`src/rtl/multi_player_mover.sv`:
```
// N-player movement engine: per-player turn queue, sustained motion, timed speed boost,
// saturating y and optionally wrapping x, all advanced on a shared movement tick.
module multi_player_mover #(
  parameter int NUM_PLAYERS = 2,
  parameter int COORD_W     = 10,
  parameter int STEP_DIV    = 500000,
  parameter int X_MIN       = 0,
  parameter int X_MAX       = 639,
  parameter int Y_MIN       = 0,
  parameter int Y_MAX       = 479,
  parameter int WRAP_X      = 1,
  parameter int POWER_TICKS = 64
) (
  input  logic                           clock,
  input  logic                           reset,
  input  logic                           enable,
  input  logic [4*NUM_PLAYERS-1:0]       dir_req,
  input  logic [4*NUM_PLAYERS-1:0]       blocked,
  input  logic [NUM_PLAYERS-1:0]         powerup_hit,
  input  logic [COORD_W*NUM_PLAYERS-1:0] init_x,
  input  logic [COORD_W*NUM_PLAYERS-1:0] init_y,
  output logic [COORD_W*NUM_PLAYERS-1:0] pos_x,
  output logic [COORD_W*NUM_PLAYERS-1:0] pos_y,
  output logic [2*NUM_PLAYERS-1:0]       heading,
  output logic [NUM_PLAYERS-1:0]         moving,
  output logic [NUM_PLAYERS-1:0]         boosted,
  output logic                           tick
);

  localparam int CNT_W = (STEP_DIV > 2) ? $clog2(STEP_DIV) : 1;
  localparam int BT_W  = $clog2(POWER_TICKS + 1);
  localparam int EW    = COORD_W + 1;
  localparam logic [EW-1:0] X_LO = EW'(X_MIN);
  localparam logic [EW-1:0] X_HI = EW'(X_MAX);
  localparam logic [EW-1:0] Y_LO = EW'(Y_MIN);
  localparam logic [EW-1:0] Y_HI = EW'(Y_MAX);
  localparam logic WRAP_EN = (WRAP_X != 0);

  logic [CNT_W-1:0] count_reg;
  logic             tick_reg;
  logic             eval;

  // eval marks the divider-wrap cycle; every player FSM advances on that edge
  assign eval = enable && (count_reg == CNT_W'(STEP_DIV - 1));
  assign tick = tick_reg;

  always_ff @(posedge clock) begin
    if (reset) begin
      count_reg <= '0;
      tick_reg  <= 1'b0;
    end else begin
      tick_reg <= eval;
      if (enable) count_reg <= eval ? '0 : count_reg + CNT_W'(1);
    end
  end

  // One-axis move, done one bit wider so a step below zero cannot alias to a large value
  function automatic logic [COORD_W-1:0] step_axis(
    input logic [COORD_W-1:0] cur,
    input logic               neg,
    input logic [1:0]         step,
    input logic [EW-1:0]      lo,
    input logic [EW-1:0]      hi,
    input logic               wrap
  );
    logic [EW-1:0] ext;
    logic [EW-1:0] stp;
    logic [EW-1:0] res;
    ext = {1'b0, cur};
    stp = EW'(step);
    if (neg) begin
      if (ext < lo + stp) res = wrap ? hi : lo;
      else                res = ext - stp;
    end else begin
      if (ext + stp > hi) res = wrap ? lo : hi;
      else                res = ext + stp;
    end
    return res[COORD_W-1:0];
  endfunction

  genvar gi;
  generate
    for (gi = 0; gi < NUM_PLAYERS; gi++) begin : g_player
      logic [3:0]         req, blk;
      logic [1:0]         q_dir_reg, heading_reg, mv_dir, req_dir, step;
      logic               q_valid_reg, moving_reg, go_q, go_h;
      logic [COORD_W-1:0] x_reg, y_reg, x_next, y_next;
      logic [BT_W-1:0]    boost_reg;

      assign req = dir_req[4*gi +: 4];
      assign blk = blocked[4*gi +: 4];

      // A fresh unblocked request wins; otherwise keep coasting if the current heading is open
      assign go_q    = q_valid_reg && !blk[q_dir_reg];
      assign go_h    = moving_reg && !blk[heading_reg];
      assign mv_dir  = go_q ? q_dir_reg : heading_reg;
      assign step    = (boost_reg != '0) ? 2'd2 : 2'd1;
      assign req_dir = req[1] ? 2'd1 : req[2] ? 2'd2 : req[3] ? 2'd3 : 2'd0;

      always_comb begin
        x_next = x_reg;
        y_next = y_reg;
        case (mv_dir)
          2'd0:    y_next = step_axis(y_reg, 1'b1, step, Y_LO, Y_HI, 1'b0);
          2'd1:    x_next = step_axis(x_reg, 1'b0, step, X_LO, X_HI, WRAP_EN);
          2'd2:    y_next = step_axis(y_reg, 1'b0, step, Y_LO, Y_HI, 1'b0);
          default: x_next = step_axis(x_reg, 1'b1, step, X_LO, X_HI, WRAP_EN);
        endcase
      end

      always_ff @(posedge clock) begin
        if (reset) begin
          x_reg       <= init_x[COORD_W*gi +: COORD_W];
          y_reg       <= init_y[COORD_W*gi +: COORD_W];
          q_valid_reg <= 1'b0;
          q_dir_reg   <= 2'd0;
          heading_reg <= 2'd0;
          moving_reg  <= 1'b0;
          boost_reg   <= '0;
        end else begin
          if (enable && $onehot(req)) begin
            q_valid_reg <= 1'b1;
            q_dir_reg   <= req_dir;
          end
          if (eval) begin
            if (go_q || go_h) begin
              x_reg       <= x_next;
              y_reg       <= y_next;
              heading_reg <= mv_dir;
              moving_reg  <= 1'b1;
            end else begin
              moving_reg  <= 1'b0;
            end
          end
          if (powerup_hit[gi])             boost_reg <= BT_W'(POWER_TICKS);
          else if (eval && boost_reg != '0) boost_reg <= boost_reg - BT_W'(1);
        end
      end

      assign pos_x[COORD_W*gi +: COORD_W] = x_reg;
      assign pos_y[COORD_W*gi +: COORD_W] = y_reg;
      assign heading[2*gi +: 2]           = heading_reg;
      assign moving[gi]                   = moving_reg;
      assign boosted[gi]                  = (boost_reg != '0);
    end
  endgenerate

endmodule

```
`config.mk`:
```
export PLATFORM = sky130hd
export DESIGN_NAME = multi_player_mover
export DESIGN_NICKNAME = d
export VERILOG_FILES = /design/src/rtl/multi_player_mover.sv
export SDC_FILE = /design/constraint.sdc
export NUM_CORES = 1
export LEC_CHECK = 0
export BUFFER_PORTS_ARGS = -buffer_cell sky130_fd_sc_hd__buf_2
export CORE_MARGIN = 2
export CORE_UTILIZATION = 50
export DETAILED_ROUTE_END_ITERATION = 16
export PLACE_DENSITY = 0.76
export SYNTH_ARGS = -nofsm -noshare
export SYNTH_HDL_FRONTEND = slang
export SYNTH_SLANG_ARGS = --single-unit
export TNS_END_PERCENT = 100
```
`constraint.sdc`:
```
create_clock -name clock -period 5.5 [get_ports clock]
set_input_delay 0 -clock clock [delete_from_list [all_inputs] [get_ports clock]]
set_output_delay 0 -clock clock [all_outputs]
set_load 0.02 [all_outputs]
```
Word level (Yosys, flattened, before mapping)

Cells that the tools add are included.

Memories kept: 0
Register bits: 86
ROM bits: 0
Bits of input ports: 61
RAM bits: 0
Output and inout bits: 49
Logic and storage cells: 141
Latch bits: 0

Add/subtract/negate cells: 17
Muxes and demuxes: 49
Reduce and logical (&&, ||, !) cells: 36
Equality and inequality tests: 9
Bitwise gates (word level): 0
Shift operators: 0
$mul: 0
Divide/modulo/power cells: 0
Magnitude comparators: 12

Operators with widths:

| kind                    | count |
|---|---|
| $mux W10                | 20 |
| $pmux W10 S2            | 4 |
| $add A10 B2 Y11         | 4 |
| $lt A10 B2 Y1           | 4 |
| $sub A10 B2 Y10         | 4 |
| $mux W7                 | 4 |
| $gt A11 B10 Y1 const B  | 2 |
| $gt A11 B9 Y1 const B   | 2 |
| $mux W2                 | 10 |
| $add A19 B1 Y19 const B | 1 |
| $eq A19 B19 Y1 const B  | 1 |
| $mux W19                | 1 |
| $reduce_bool A7 Y1      | 2 |
| $sub A7 B1 Y7 const B   | 2 |
| $lt A2 B3 Y1 const B    | 4 |
| $reduce_and A3 Y1       | 4 |
| $reduce_bool A2 Y1      | 5 |
| $logic_and A1 B1 Y1     | 9 |
| $add A1 B1 Y2           | 4 |
| $bmux W1 S2             | 4 |
| $reduce_or A2 Y1        | 4 |
| $add A2 B2 Y3           | 2 |
| $eq A3 B1 Y1 const B    | 2 |
| $mux W1                 | 6 |
| 8 further kinds         | 18 |

Logic depth before layout (Yosys ltp)

Gate-level depths: netlist of run 1.

Depth after elaboration: 11
Gate-level depth with buffers: 13

Worst setup path before layout of run 1

No wires, ideal clock.

Path type: flip-flop to flip-flop
Start: register g_player[0].boost_reg[0]
End: register g_player[0].x_reg[9] (data pin)
Buffers on the path: 0
Arrival time: 4.839 ns
Setup time: 0.268 ns
Stages on the path, launching flop included: 12
Data required time: 5.232 ns
Slack: 0.393 ns
Cell sequence: dfxtp_1 -> inv_1 -> ha_1 -> or3b_2 -> nor4_1 -> inv_1 -> ha_1 -> o21bai_1 -> or4b_2 -> or3_1 -> a221oi_1 -> o31ai_1

Cells in the longest elaborated chain, start to end: 9

Ends and longest elaborated chain:

| item                     | RTL line | source |
|---|---|---|
| start: declaration       | 88       | `logic [BT_W-1:0] boost_reg;` |
| start signal: assignment | 135      | `if (powerup_hit[gi]) boost_reg <= BT_W'(POWER_TICKS);` |
| start signal: assignment | 136      | `else if (eval && boost_reg != '0) boost_reg <= boost_reg - BT_W'(1);` |
| $reduce_bool A7 Y1 (*)   | -        |  |
| net boosted[0]           | 26       | `output logic [NUM_PLAYERS-1:0] boosted,` |
| $mux W2 (*)              | 97       | `assign step = (boost_reg != '0) ? 2'd2 : 2'd1;` |
| $add A10 B2 Y11          | -        |  |
| $gt A11 B10 Y1           | -        |  |
| $mux W10                 | 75       | `if (ext + stp > hi) res = wrap ? lo : hi;` |
| $pmux W10 S2 (*)         | 103      | `case (mv_dir)` |
| $mux W10 (*)             | 126      | `if (go_q \|\| go_h) begin` |
| $mux W10 (*)             | 125      | `if (eval) begin` |
| $mux W10 (*)             | 112      | `if (reset) begin` |
| end signal: assignment   | 113      | `x_reg <= init_x[COORD_W*gi +: COORD_W];` |
| end signal: assignment   | 127      | `x_reg <= x_next;` |
| end: declaration         | 87       | `logic [COORD_W-1:0] x_reg, y_reg, x_next, y_next;` |

Mark *: on every way through the listed nets, which the timed path passes. The rest lies on a longest branch. The select of a mux whose other input is x is not followed.
A chain may end at the register's enable or synchronous reset.

Worst setup path in the final report of run 1

Start: register g_player[0].boost_reg[0]
End: register g_player[0].y_reg[5] (data pin)

Cells in the longest elaborated chain, start to end: 9

Ends and longest elaborated chain:

| item                   | RTL line | source |
|---|---|---|
| $reduce_bool A7 Y1 (*) | 97       |  |
| $mux W2 (*)            | 97       |  |
| $add A10 B2 Y11        | 76       | `else res = ext + stp;` |
| $gt A11 B9 Y1          | 75       |  |
| $mux W10               | 75       |  |
| $pmux W10 S2 (*)       | 103      |  |
| $mux W10 (*)           | 126      |  |
| $mux W10 (*)           | 125      |  |
| $mux W10 (*)           | 112      |  |
| end signal: assignment | 114      | `y_reg <= init_y[COORD_W*gi +: COORD_W];` |
| end signal: assignment | 128      | `y_reg <= y_next;` |
| end: declaration       | 87       |  |

Every way passes the cells marked *; elsewhere a longest branch is shown, timed or not. The select of a mux whose other input is x is not followed.

==> metrics.yaml, run 1 <==
status:
  status: "complete, no violations"
global_route:
  grt_max_degree: 82
  grt_use_met3_pct: 4.13
  grtUsageMet2_pct: 36.4
  busiest_layer: "met2"
  use_met1_pct: 33.3
  grt.total_usage_pct: 23.5
  grt_pass1_vias: 5667
  grt_first_pass_wirelength_um: 27300
  grt_overflow: 0
  grt_antenna_before_repair: 0
yosys:
  ys_types: 69
  synth_warnings: 0
  synth_top_area_share_pct: 17.9
  synth_edf_count: 40
  yosysSeqAreaShare_pct: 31.7
  ys_ff_latch: 86
  syn_nets: 891
  synth_cells: 797
  yosysMostFrequentCell: "nor2_1"
  post-synth-top-area-cell: "edfxtp_1"
  synth_flop_cell: "dfxtp_1"
  synthTopCellsByArea: "edfxtp_1, dfxtp_1, xnor2_1"
  ys_top_cells_by_count: "nor2_1, nand2_1, inv_1, clkbuf_1, dfxtp_1"
  netlist_area_um2: 6690
  postSynthAreaPerCell_um2: 8.40
  ys_async_sr_fraction_pct: 0
final_layout:
  fillCellCount: 1214
  nets: 1000
  drive_gt1_share_pct: 18.2
  seq_area_um2: 2120
  n_antenna_cell: 0
  multi_input_area_um2: 4170
  post-route-util_pct: 61.0
  syn_to_final_growth_pct: 19.8
pwr:
  p_int_mw: 1.32
  cellLeakagePower_nw: 3.15
  p_sw_share_pct: 30.2
  seq_power_share_pct: 41.4
  power.total_mw: 1.89
  clkPwrFrac_pct: 36.1
  peakVddDrop_mv: 0.119
  pwr_density_cell_nw_per_um2: 236
  switchingPower_mw: 0.572
  p_comb_share_pct: 22.5
route:
  wl_per_cell_um: 15.2
  drcViolationCount: 0
  antenna_left: 0
  dr.pass1.iters: 5
  wirelength_um: 16600
  drtIter0Drc: 395
  vias: 6259
  drt-vias-per-instance: 5.76
clocking:
  cts-root-buf: "clkbuf_16"
  numCtsBuffers: 9
  cts_max_level: 3
  clk_latency_ns: 0.36
  clk_pin_slew_ns: 0.07
  clockBufferDepth: 2
  numClockSinks: 86
  post_cts_resized: 0
  cts_tree: "yes"
placed_design:
  place_hpwl_um: 11600
  gp_congestion: 0.878
  io_buffers: 109
sta:
  period_needed_ns: 3.97
  fin_tns_setup_ns: 0
  worstMarginPinSlew_ns: 0.891
  setup_viol: 0
  skew_ns: 0.0116
  finalHoldViolCount: 0
  drv_slew: 0
  fmax_mhz: 252
  period_share_pct: 72.3
  grt_setup_unrepaired: "false"
  max_slew_margin_pct: 39.8
worst_setup_path:
  worstPathArrival_ns: 4.09
  path_cells: "inv_1 -> ha_1 -> or3b_2 -> nor4_2 -> ha_1 -> inv_1 -> fa_1 -> nand4b_1 -> or3_1 -> a32oi_1 -> a211oi_1 -> o22a_1"
  worst_setup_path_start_kind: "register"
  end_kind: "register"
  critPathMaxStageDelay_ns: 0.74
  critPathTopFamily: "simple AND/OR/NAND/NOR gates"
  cp_slowest_cell: "a32oi_1"
  path_class: "reg -> reg"
  timing.critical_path.buf_inv: 2
  path_max_fanout: 9
  cp_data_required_time_ns: 5.62
job:
  cap_violations: 0
floorplanning:
  core-area_um2: 13100
  dieArea_um2: 14300
  die_width_um: 120
  start_util_pct: 50.9
  io_pins: 110
  die_y_um: 120
  rows: 42
hold_path:
  worstHoldPathType: "in -> reg"
## cell type report
| class | instances | share of cell area [%] |
|---|---|---|
| clock buffer | 14 | 4.09 |
| clock inverter | 2 | 0.172 |
| inverter | 50 | 2.34 |
| multi-input combinational | 605 | 52.0 |
| sequential | 86 | 26.5 |
| tap | 176 | 2.75 |
| timing repair buffer | 154 | 12.2 |
## per-stage QoR
step	cell area [um^2]	worst slack, ns	instances	hold slack [ns]
after CTS	8020	1.58	1087	0.000181
after floorplan	6690	0.393	797	0.150
final	8020	1.53	1087	0.0122
after global routing	8020	1.29	1087	0.0386
after global placement	7300	1.64	1033	0.279
after detailed placement	7300	1.61	1033	0.286
## worst min-delay path, delay by kind of cell
kind	cells	cell delay (ns)
AOI/OAI and AO/OA	2	0.21
buffers and inverters	1	0.10
## power by group through the flow
stage                     Combinational (mW)  Clock [mW]  Sequential, mW
after floorplan                        0.298           0           0.781
after global placement                 0.394           0           0.795
after detailed placement               0.399           0           0.796
after CTS                              0.423       0.691           0.782
after global routing                   0.474       0.721           0.791
final                                  0.425       0.682           0.783
## cells by family after synthesis
logic type | share of synthesized area, %
AOI/OAI and AO/OA | 18.0
adders and majority gates | 7.29
and+or+nand+nor | 23.5
DFF | 31.7
xor gates and xnor gates | 9.03
muxes | 4.24
buffers and inverters | 6.21
## final timing paths
path / start / to / slack [ns] / depth (start not counted)
max: g_player[0].boost_reg[0] / g_player[0].y_reg[5] / 1.53 / 12
min: dir_req[7] / g_player[1].q_dir_reg[0] / 0.01 / 3
max reg2reg: g_player[0].boost_reg[0] / g_player[0].y_reg[5] / 1.53 / 12
min reg2reg: g_player[0].moving_reg / g_player[0].moving_reg / 0.48 / 2
## what timing repair did
action,4_1_cts,5_1_grt
setup buffers,0,0
hold buffers,38,0
endpoints found under the hold margin,40,0
## layer usage
| metal | vias to the layer above | share of wire (%) |
|---|---|---|
| met5 | - | 0 |
| met4 | 0 | 1.6 |
| met3 | 21 | 5.2 |
| met2 | 185 | 46 |
| met1 | 2959 | 47 |
| li1 | 3094 | - |
## cell usage in the layout (no fill, tap or decap), drive strengths merged, types with 23 or more instances in the layout
cell type,Yosys,layout
nor3,34,34
dlygate4sd3,0,38
nand2,70,70
edfxtp,40,40
o21ai,33,33
xnor2,41,41
ha,23,23
xor2,28,28
dfxtp,46,46
a21oi,32,32
buf,10,116
nor2,79,79
inv,50,51
(Power assumes the default switching activity.)
==> run 2, diff against run 1 <==
clock period = 4.2 ns   (was 5.5 ns; I/O delays follow)
==> run 2 against run 1 <==
  * Clock power is 16% higher
  * First-iteration DRC count rose by 18%
  * Die area did not move
  * Sequential power up 32%
  * Utilization shrank 0.16 points
  * Highest routed layer unchanged
  * Sequential cell count unchanged
  * Global-route usage decreased by 0.29 points
  * Fmax increased by 7.1%
  * Critical path depth grew 1
  * Critical endpoint unchanged
==> metrics.yaml, run 2 (same netlist as run 1, synthesis figures left out) <==
status:
  status: "complete, no violations"
route:
  dr.pass1.iters: 4
  antenna_left: 0
  drt-vias-per-instance: 5.67
  vias: 6183
  wl_per_cell_um: 15.3
  wirelength_um: 16600
  drtIter0Drc: 466
  drcViolationCount: 0
job:
  cap_violations: 0
global_route:
  grt_max_degree: 53
  grt_overflow: 0
  grt_antenna_before_repair: 0
  grt.total_usage_pct: 23.2
  grt_pass1_vias: 5583
  grt_first_pass_wirelength_um: 27100
final_layout:
  stdcell_count: 1090
  syn_to_final_growth_pct: 19.5
  n_antenna_cell: 0
  drive_gt1_share_pct: 18.5
  final_common_cell: "buf_2"
  nets: 1003
  fillCellCount: 1211
  mostFrequentLayoutCells: "buf_2, nor2_1, nand2_1, inv_1, dfxtp_1"
hold_path:
  hold_path.startpoint: "dir_req[5]"
  worstHoldPathType: "in -> reg"
  worstHoldPathCells: 4
  holdPathEnd: "g_player[1].q_dir_reg[1]"
pwr:
  p_comb_share_pct: 23.4
  p_sw_share_pct: 31.5
  switchingPower_mw: 0.748
  clkPwrFrac_pct: 33.3
  seq_power_share_pct: 43.3
  p_int_mw: 1.63
  power.total_mw: 2.37
  peakVddDrop_mv: 0.154
  pwr_density_cell_nw_per_um2: 297
  cellLeakagePower_nw: 3.14
worst_setup_path:
  worst_setup_path_start_kind: "register"
  path_class: "reg -> reg"
  reg2reg_to: "g_player[0].y_reg[5]"
  rrSetupSlack_ns: 0.49
  worstPathArrival_ns: 3.82
  rr_worst_depth: 13
  cp_data_required_time_ns: 4.31
  end_kind: "register"
  r2r_start: "g_player[0].boost_reg[0]"
  path_max_fanout: 6
floorplanning:
  die_y_um: 120
  core-area_um2: 13100
  io_pins: 110
  rows: 42
  die_width_um: 120
  start_util_pct: 50.9
  dieArea_um2: 14300
clocking:
  clk_pin_slew_ns: 0.07
  cts-root-buf: "clkbuf_16"
  clk_latency_ns: 0.35
  clockBufferDepth: 2
  cts_tree: "yes"
  cts_max_level: 3
  cts_setup_buffers: 0
  numCtsBuffers: 9
  numClockSinks: 86
sta:
  period_needed_ns: 3.71
  fin_tns_setup_ns: 0
  setup_viol: 0
  finalHoldViolCount: 0
  max_slew_margin_pct: 37.3
  worstMarginPinSlew_ns: 0.940
  grt_setup_unrepaired: "false"
  skew_ns: 0.00946
  fmax_mhz: 270
  period_share_pct: 88.3
  drv_slew: 0
  hold_slack_ns: 0.00672
placed_design:
  numPlacedInstances: 1038
  place_hpwl_um: 11600
  gp_congestion: 0.842
  io_buffers: 109
[run 2: critical path: stages (launching register included)]
cell and delay [ns]:
dfxtp_1 0.33, inv_1 0.06, ha_1 0.14, or3b_2 0.51
nor4_4 0.32, ha_1 0.26, inv_1 0.06, fa_1 0.41
nand4b_1 0.30, or3_1 0.37, a32oi_1 0.27, buf_4 0.18
a211oi_1 0.07, o22a_1 0.19
[run 2: final cells by class]
class                      count  area (um^2)  share of cell area [%]
multi-input combinational    605         4190                    52.3
sequential                    86         2120                    26.5
timing repair buffer         157          996                    12.5
clock buffer                  12          258                    3.22
tap                          176          220                    2.75
inverter                      50          188                    2.35
clock inverter                 4         27.5                   0.344
[run 2: how the worst max path moves through the flow]
stage / from / to / depth (start not counted) / slack, ns
after floorplan: g_player[1].boost_reg[0] / g_player[1].y_reg[5] / 11 / 0.12
after global placement: g_player[0].boost_reg[0] / g_player[0].x_reg[9] / 11 / 0.62
after detailed placement: g_player[0].boost_reg[0] / g_player[0].x_reg[9] / 11 / 0.54
after CTS: g_player[0].boost_reg[0] / g_player[0].y_reg[5] / 13 / 0.51
after global routing: g_player[0].boost_reg[0] / g_player[0].y_reg[4] / 13 / 0.19
final: g_player[0].boost_reg[0] / g_player[0].y_reg[5] / 13 / 0.49
[run 2: per-stage QoR]
stage	utilization (%)	worst slack (ns)	area, um^2
2_1_floorplan	-	0.121	6710
3_3_place_gp	56.0	0.620	7350
3_5_place_dp	56.0	0.541	7350
4_1_cts	60.9	0.514	8000
5_1_grt	60.9	0.187	8000
6_report	60.9	0.490	8000
[run 2: per-layer routing]
layer | global-route usage, % | part of all wire, % | up-vias
met5 | 0 | 0 | -
met4 | 6.91 | 1.2 | 0
met3 | 3.23 | 4.9 | 13
met2 | 37.0 | 47 | 178
met1 | 32.8 | 47 | 2889
li1 | - | - | 3103
[run 2: repair_timing]
action                                  4_1_cts  5_1_grt
hold endpoints to repair                     37        0
gates resized for setup                       0        0
hold buffers                                 36        0
endpoints found under the setup margin        0        0
[run 2: power by group through the flow]
stage | logic (mW) | clock network (mW) | registers [mW]
after global routing | 0.620 | 0.842 | 1.04
after floorplan | 0.392 | 0 | 1.02
after CTS | 0.555 | 0.802 | 1.02
final | 0.557 | 0.791 | 1.03
after detailed placement | 0.526 | 0 | 1.04
after global placement | 0.519 | 0 | 1.04
==> run 3, diff against run 2 <==
CELL_PAD_IN_SITES_DETAIL_PLACEMENT = 1   (was default)
CELL_PAD_IN_SITES_GLOBAL_PLACEMENT = 2   (was default)
CORE_MARGIN = default   (was 2)
CORE_UTILIZATION = 34   (was 50)
PLACE_DENSITY = 0.85   (was 0.76)
==> run 3 against run 2 <==
  * Combinational power up 4.7%
  * Clock skew about the same
  * Fmax down 4.5%
  * Global-route usage down 2.8 points
  * Power up 2.7%
  * Cell area up 2.1%
  * Highest routed layer unchanged
  * First-iteration DRC count down 40%
  * Utilization down 18 points
  * Setup slack worse by 0.17 ns
  * Die area up 41%
  * Clock power up 4.4%
  * Sequential power about the same
==> metrics.yaml, run 3 (same netlist as run 1, synthesis figures left out) <==
sta:
  setup_viol: 0
  worstMarginPinSlew_ns: 0.780
  fmax_mhz: 258
  period_share_pct: 92.5
  max_slew_margin_pct: 46.5
  drv_slew: 0
  period_needed_ns: 3.88
  fin_tns_setup_ns: 0
  grt_setup_unrepaired: "false"
  skew_ns: 0.00935
  finalHoldViolCount: 0
  hold_slack_ns: 0.0123
worst_setup_path:
  cp_data_required_time_ns: 4.29
  worstPathArrival_ns: 3.97
  path_class: "reg -> reg"
  rr_worst_depth: 11
  end_kind: "register"
  path_max_fanout: 8
  worst_setup_path_start_kind: "register"
pwr:
  pwr_density_cell_nw_per_um2: 299
  peakVddDrop_mv: 0.199
  power.total_mw: 2.44
  p_sw_share_pct: 33.1
  p_comb_share_pct: 23.9
  switchingPower_mw: 0.806
  seq_power_share_pct: 42.2
  cellLeakagePower_nw: 3.18
  clkPwrFrac_pct: 33.9
  p_int_mw: 1.63
route:
  drtIter0Drc: 278
  drt-vias-per-instance: 5.33
  antenna_left: 0
  dr.pass1.iters: 4
  wirelength_um: 20200
  vias: 6292
  drcViolationCount: 0
  wl_per_cell_um: 17.1
final_layout:
  final_common_cell: "buf_2"
  stdcell_count: 1180
  n_antenna_cell: 0
  stdcell_area_um2: 8160
  drive_gt1_share_pct: 18.9
  nets: 1009
  mostFrequentLayoutCells: "buf_2, nor2_1, nand2_1, inv_1, dfxtp_1"
  syn_to_final_growth_pct: 22.0
clocking:
  clk_latency_ns: 0.36
  numCtsBuffers: 9
  cts_max_level: 3
  clockBufferDepth: 2
  numClockSinks: 86
  clk_pin_slew_ns: 0.07
  cts_tree: "yes"
  cts-root-buf: "clkbuf_16"
hold_path:
  worstHoldPathType: "in -> reg"
  worstHoldPathCells: 4
global_route:
  grt.total_usage_pct: 20.4
  grt_first_pass_wirelength_um: 32400
  grt_max_degree: 62
  grt_overflow: 0
  grt_pass1_vias: 6208
  grt_antenna_before_repair: 0
floorplanning:
  io_pins: 110
  start_util_pct: 35.2
  die_width_um: 142
  core-area_um2: 19000
  rows: 50
  dieArea_um2: 20200
  die_y_um: 142
job:
  cap_violations: 0
status:
  status: "complete, no violations"
placed_design:
  numPlacedInstances: 1125
  gp_congestion: 0.779
  place_hpwl_um: 14900
  placed_area_um2: 7480
  io_buffers: 109
run 3: changes by cell type in the layout (fill, tap and decap cells not counted):
| cell | previous run | this run |
|---|---|---|
| clkbuf_8 | 0 | 2 |
| buf_2 | 109 | 108 |
| clkbuf_1 | 2 | 0 |
| inv_4 | 3 | 2 |
| buf_4 | 12 | 16 |
| inv_6 | 0 | 2 |
| clkbuf_16 | 10 | 9 |
| dlygate4sd3_1 | 36 | 39 |
run 3: path summary, 6_finish.rpt:
| kind | from | end | slack (ns) |
|---|---|---|---|
| hold / removal | blocked[3] | g_player[0].heading_reg[1] | 0.01 |
| hold reg to reg | g_player[0].moving_reg | g_player[0].moving_reg | 0.47 |
| setup reg to reg | g_player[0].boost_reg[0] | g_player[0].x_reg[9] | 0.32 |
| setup / recovery | g_player[0].boost_reg[0] | g_player[0].x_reg[9] | 0.32 |
run 3: repair_timing:
| action | 4_1_cts | 5_1_grt |
|---|---|---|
| buffers inserted | 0 | 0 |
| hold buffers | 39 | 0 |
| gates resized for setup | 0 | 0 |
| endpoints found under the hold margin | 40 | 0 |
run 3: worst max-delay path, stage by stage, from the launching register on:
cell      delay, ns
dfxtp_1        0.33
inv_1          0.06
ha_1           0.15
or3b_2         0.51
nor4_4         0.41
inv_1          0.25
ha_1           0.38
o21bai_1       0.12
or4b_2         0.71
or3_1          0.34
a221oi_1       0.25
o31ai_1        0.11
run 3: power by group through the flow:
stage	combinational (mW)	sequential, mW	clock [mW]
after floorplan	0.392	1.02	0
after global placement	0.540	1.05	0
after detailed placement	0.553	1.05	0
after CTS	0.586	1.03	0.847
after global routing	0.645	1.04	0.876
final	0.583	1.03	0.826
run 3: through the flow:
step	setup WS (ns)	util, %
6_report	0.317	42.9
3_3_place_gp	0.437	39.3
2_1_floorplan	0.121	-
5_1_grt	0.131	42.9
4_1_cts	0.303	42.9
3_5_place_dp	0.319	39.3
run 3: cell type report:
| cell class | instances | area [um^2] |
|---|---|---|
| fill | 2333 | 10900 |
| multi-input combinational | 605 | 4190 |
| sequential | 86 | 2120 |
| timing repair buffer | 163 | 1050 |
| tap | 260 | 325 |
| clock buffer | 11 | 253 |
| inverter | 50 | 188 |
| clock inverter | 5 | 38.8 |
run 3: layer usage:
metal	track usage [%]	vias to the layer above	wire [um]	part of all wire, %
li1	-	3116	-	-
met1	27.9	3057	9910	49
met2	33.7	104	9540	47
met3	2.22	15	495	2.5
met4	6.11	0	251	1.2
met5	0	-	0	0
